`src/rtl/seq_multiplier.sv`:
```
// -----------------------------------------------------------------------------
// seq_multiplier
//   Iterative shift-add multiplier. It accumulates one partial product per
//   clock through a single WIDTH+1-bit adder. Signed operands are converted to
//   magnitudes when they are latched, and the sign is put back on the final
//   product.
//
// Ports
//   clk          rising-edge clock
//   reset        synchronous, active-high; discards any operation in flight
//   start        operation request, accepted only while not busy
//   signed_mode  1 = two's-complement operands and product, 0 = unsigned
//   a, b         multiplicand / multiplier (WIDTH bits), latched with start
//   busy         high during the WIDTH accumulate cycles
//   done         one-cycle pulse when p carries a new result
//   p            2*WIDTH-bit product, held until the next result
// -----------------------------------------------------------------------------
module seq_multiplier #(
    parameter int WIDTH = 8
) (
    input  logic               clk,
    input  logic               reset,
    input  logic               start,
    input  logic               signed_mode,
    input  logic [WIDTH-1:0]   a,
    input  logic [WIDTH-1:0]   b,
    output logic               busy,
    output logic               done,
    output logic [2*WIDTH-1:0] p
);

    localparam int CNT_W = $clog2(WIDTH + 1);

    typedef enum logic [1:0] {
        IDLE,
        RUN,
        FINISH
    } state_t;

    state_t               state_q;
    logic [CNT_W-1:0]     cnt_q;
    logic [WIDTH-1:0]     mcand_q;   // multiplicand magnitude
    logic [WIDTH-1:0]     acc_q;     // upper half of the running product
    logic [WIDTH-1:0]     mplier_q;  // multiplier bits, refilled with product low bits
    logic                 neg_q;
    logic                 busy_q;
    logic                 done_q;
    logic [2*WIDTH-1:0]   p_q;

    logic [WIDTH:0]       sum_d;
    logic [2*WIDTH-1:0]   prod_d;
    logic [2*WIDTH-1:0]   p_d;

    // The magnitude of the most negative value is 2^(WIDTH-1). That still fits
    // in WIDTH unsigned bits, so plain negation is exact here.
    function automatic logic [WIDTH-1:0] magnitude(input logic [WIDTH-1:0] v,
                                                   input logic             is_signed);
        return (is_signed && v[WIDTH-1]) ? (~v + 1'b1) : v;
    endfunction

    // One accumulate step. prod_d is {carry, acc, multiplier} after the shift,
    // so on the last step it is already the full unsigned product.
    always_comb begin
        sum_d  = {1'b0, acc_q} + (mplier_q[0] ? {1'b0, mcand_q} : {(WIDTH+1){1'b0}});
        prod_d = {sum_d, mplier_q[WIDTH-1:1]};
        p_d    = neg_q ? (~prod_d + 1'b1) : prod_d;
    end

    always_ff @(posedge clk) begin
        if (reset) begin
            state_q  <= IDLE;
            cnt_q    <= '0;
            mcand_q  <= '0;
            acc_q    <= '0;
            mplier_q <= '0;
            neg_q    <= 1'b0;
            busy_q   <= 1'b0;
            done_q   <= 1'b0;
            p_q      <= '0;
        end else begin
            done_q <= 1'b0;
            case (state_q)
                IDLE, FINISH: begin
                    if (start) begin
                        mcand_q  <= magnitude(a, signed_mode);
                        mplier_q <= magnitude(b, signed_mode);
                        acc_q    <= '0;
                        neg_q    <= signed_mode & (a[WIDTH-1] ^ b[WIDTH-1]);
                        cnt_q    <= CNT_W'(WIDTH);
                        busy_q   <= 1'b1;
                        state_q  <= RUN;
                    end else begin
                        state_q  <= IDLE;
                    end
                end
                RUN: begin
                    acc_q    <= sum_d[WIDTH:1];
                    mplier_q <= {sum_d[0], mplier_q[WIDTH-1:1]};
                    cnt_q    <= cnt_q - 1'b1;
                    if (cnt_q == CNT_W'(1)) begin
                        p_q     <= p_d;
                        done_q  <= 1'b1;
                        busy_q  <= 1'b0;
                        state_q <= FINISH;
                    end
                end
                default: begin
                    state_q <= IDLE;
                    busy_q  <= 1'b0;
                end
            endcase
        end
    end

    assign busy = busy_q;
    assign done = done_q;
    assign p    = p_q;

endmodule
```
`config.mk`:
```
export PLATFORM = sky130hd
export DESIGN_NAME = seq_multiplier
export DESIGN_NICKNAME = d
export VERILOG_FILES = /design/src/rtl/seq_multiplier.sv
export SDC_FILE = /design/constraint.sdc
export NUM_CORES = 1
export LEC_CHECK = 0
export BUFFER_PORTS_ARGS = -buffer_cell sky130_fd_sc_hd__buf_4
export CORE_AREA = 2 2 94 96
export CTS_CLUSTER_SIZE = 30
export DETAILED_ROUTE_END_ITERATION = 12
export DIE_AREA = 0 0 96 98
export GPL_ROUTABILITY_DRIVEN = 0
export SLEW_MARGIN = 0
export SYNTH_ARGS = -nofsm -noshare
export SYNTH_HDL_FRONTEND = slang
export SYNTH_SLANG_ARGS = --single-unit
```
`constraint.sdc`:
```
create_clock -name clk -period 2.6 [get_ports clk]
set_input_delay 0.26 -clock clk [delete_from_list [all_inputs] [get_ports clk]]
set_output_delay 0.26 -clock clk [all_outputs]
set_load 0.02 [all_outputs]
```
==> flow_summary.yaml <==
cells_and_area:
  final.fill_count: 889
  drive_gt1_share_pct: 17.30
  area_growth_pct: 19.36
  utilization_pct: 40.01
  nets: 427
  diodes: 0
  final_cells: 501
timing:
  finalHoldViolations: 0
  finClkSkew_ns: 0.009975
  slew_headroom_pct: 54.38
  max_freq_mhz: 402.5
  layout_min_cycle_time_ns: 2.484
  slew_viol_final: 0
  tightest_slew_ns: 0.6818
  fin_tns_setup_ns: 0
  post-route-period-util_pct: 95.55
  setup_viol: 0
  fin_ws_ns: 0.1158
logic_synthesis:
  synth_compound_area_share_pct: 23.85
  synth_warnings: 0
  syn_nets: 393
  synth_commonest_cells: "nor2_1, dfxtp_1, a21oi_1"
  synth_cells: 359
  netlist_area_sq_um: 2838
  synth-xor-area-share_pct: 7.407
  muxShareOfSynthArea_pct: 0.7496
  ys_seq_area_share_pct: 34.57
  ys_types: 47
  ys_top_cells_by_area: "dfxtp_1, nor2_1, xor2_1, a21oi_1, ha_1"
  synth.top_cell.area_share_pct: 34.57
  ys_async_sr_fraction_pct: 0
  ys_seq_elements: 49
  yosys.area_share.adder_pct: 6.437
  synth_top_family_by_area: "compound AO/OA/AOI/OAI gates"
  yosysMostFrequentCell: "nor2_1"
  synth_top_flop_cell: "dfxtp_1"
  synth_edf_count: 0
  syn_area_per_cell_sq_um: 7.905
  synth_area_leader_cell: "dfxtp_1"
  synthSimpleGateAreaFrac_pct: 22.31
detailed_routing:
  routedWlPerCell_um: 13.50
  via_per_inst: 5.160
  vias: 2585
  dr.pass1.iters: 4
  drtAntennaViolNets: 0
  drc_errors: 0
  drt_iter0_markers: 130
  finalWirelength_mm: 6.761
critical_path:
  startpoint_type: "register"
  max_stage_delay_ns: 0.40
  critPathLaunch: "mplier_q[0]$_SDFFE_PP0P_"
  crit_type: "register to register"
  r2r_slack_ns: 0.12
  required_ns: 2.83
  cp_num_buf_inv: 0
  cp_max_fo: 9
  slowest_stage: "fa_2"
  cp_top_family: "simple AND/OR/NAND/NOR gates"
  arrival_ns: 2.72
  end_kind: "register"
  r2r-start: "mplier_q[0]$_SDFFE_PP0P_"
  path_cells: "and2_1 > ha_1 > fa_2 > nand3_2 > and3_1 > o221ai_2 > nor4_2 > mux2_2 > o22ai_1"
die:
  die-area_sq_um: 9408
  die_w_um: 96
  die_y_um: 98
  initial_core_util_pct: 33.52
  core_sq_um: 8466
  num_rows: 34
  ios: 38
clock_network:
  ctsLongestPathBuffers: 2
  insertion_delay_ns: 0.30
  clkTransAtPathRegs_ns: 0.09
  postCtsSetupBuffers: 0
  cts_tree: "done"
  cts_inserted_buffers: 5
  clkSinkCount: 49
  htree_levels: 2
  cts_root_buf: "clkbuf_8"
  holdBufCountCts: 0
min_path:
  hp-class: "input port to register"
  min_from: "a[0]"
global_routing:
  grt_max_degree: 49
  antenna_found_initial: 0
  track_usage_pct: 14.92
  grt_pass1_vias: 2428
  overflow: 0
  grt_pass1_wl_mm: 11.30
placement:
  dp_hpwl_mm: 5.008
  port_buffers: 37
  dp_cells: 494
  place_ws_ns: 0.06541
status:
  status: "completed"
flow_run:
  maxCapViolCount: 0
pwr:
  powerDensity_nw_per_um2: 489.2
  max-vdd-ir-drop_uv: 232.9
  p_total_w: 0.001657
  p_leak_nw: 1.366
[cells in the final DEF (no fill, tap or decap), drive strengths merged, types with 3 or more instances in the layout]
| cell type | instances |
|---|---|
| and2 | 9 |
| inv | 14 |
| o41ai | 3 |
| a211oi | 17 |
| nor2 | 54 |
| a21oi | 34 |
| or3 | 6 |
| dfxtp | 49 |
| nor2b | 5 |
| xnor2 | 4 |
| nand2 | 30 |
| nand3 | 14 |
| a31oi | 3 |
| clkbuf | 5 |
| nand2b | 4 |
| xor2 | 20 |
| o31ai | 6 |
| ha | 13 |
| buf | 46 |
| o21ai | 8 |
| a22oi | 14 |
| nor3 | 5 |
| nand4 | 4 |
[power by group]
| part | switching, W | internal (W) |
|---|---|---|
| Sequential | 0.0000337 | 0.000787 |
| Clock | 0.000255 | 0.000280 |
| Combinational | 0.000178 | 0.000124 |
[logic make-up after synthesis]
kind of cell / after synthesis
mux: 2
xor+xnor: 24
simple gates: 138
flops: 49
compound gates: 99
fa+ha+maj: 14
buf+inv: 33
[path summary, 6_finish.rpt]
check                           depth (start not counted)                      end
worst min register to register                          2  mcand_q[6]$_SDFFE_PP0P_
worst max-delay path                                    9       p[15]$_SDFFE_PP0P_
worst max register to register                          9       p[15]$_SDFFE_PP0P_
worst min-delay path                                    3  mcand_q[0]$_SDFFE_PP0P_
[sequential cells by signal (all words and copies together), names as in the netlist]
name	flops
acc_q	8
neg_q	1
done	1
busy	1
cnt_q	4
state_q	2
p	16
mplier_q	8
mcand_q	8
[layout make-up]
class | instances | area, sq um | share of cell area, %
clock buffers | 5 | 68.82 | 2.032
clock inverters | 2 | 35.03 | 1.034
inverters | 14 | 52.55 | 1.552
multi-input cells | 277 | 1769 | 52.24
flip-flops and latches | 49 | 980.9 | 28.96
well taps | 108 | 135.1 | 3.990
repair buffers | 46 | 345.3 | 10.20
[repair_timing]
| item | in CTS | in global routing |
|---|---|---|
| endpoints found under the setup margin | 0 | 5 |
| resized for setup | 0 | 10 |
| endpoints found under the hold margin | 0 | 0 |
[layer usage]
| layer | vias to the layer above | track usage (%) | share of wire, % | wire (um) |
|---|---|---|---|---|
| li1 | 1348 | - | - | - |
| met1 | 1172 | 20.71 | 50 | 3411 |
| met2 | 58 | 23.29 | 44 | 2959 |
| met3 | 7 | 2.238 | 4.1 | 274 |
| met4 | 0 | 5.385 | 1.7 | 115 |
| met5 | - | 0 | 0 | 0 |
[per-stage QoR]
stage / hold slack [ns] / cell area [sq um]
after detailed placement: 0.4421 / 3238
after global placement: 0.4382 / 3238
after global routing: 0.2407 / 3387
after floorplan: 0.3960 / 2838
final: 0.2314 / 3387
after CTS: 0.2154 / 3342
[worst register-to-register path: cells and delay by family (launching register included)]
kind | cells | cell delay (ns)
adders and majority gates | 2 | 0.63
and+or+nand+nor | 4 | 0.80
DFF | 1 | 0.37
AOI/OAI and AO/OA | 2 | 0.27
muxes | 1 | 0.37
Power figures use the tool's default switching activity.
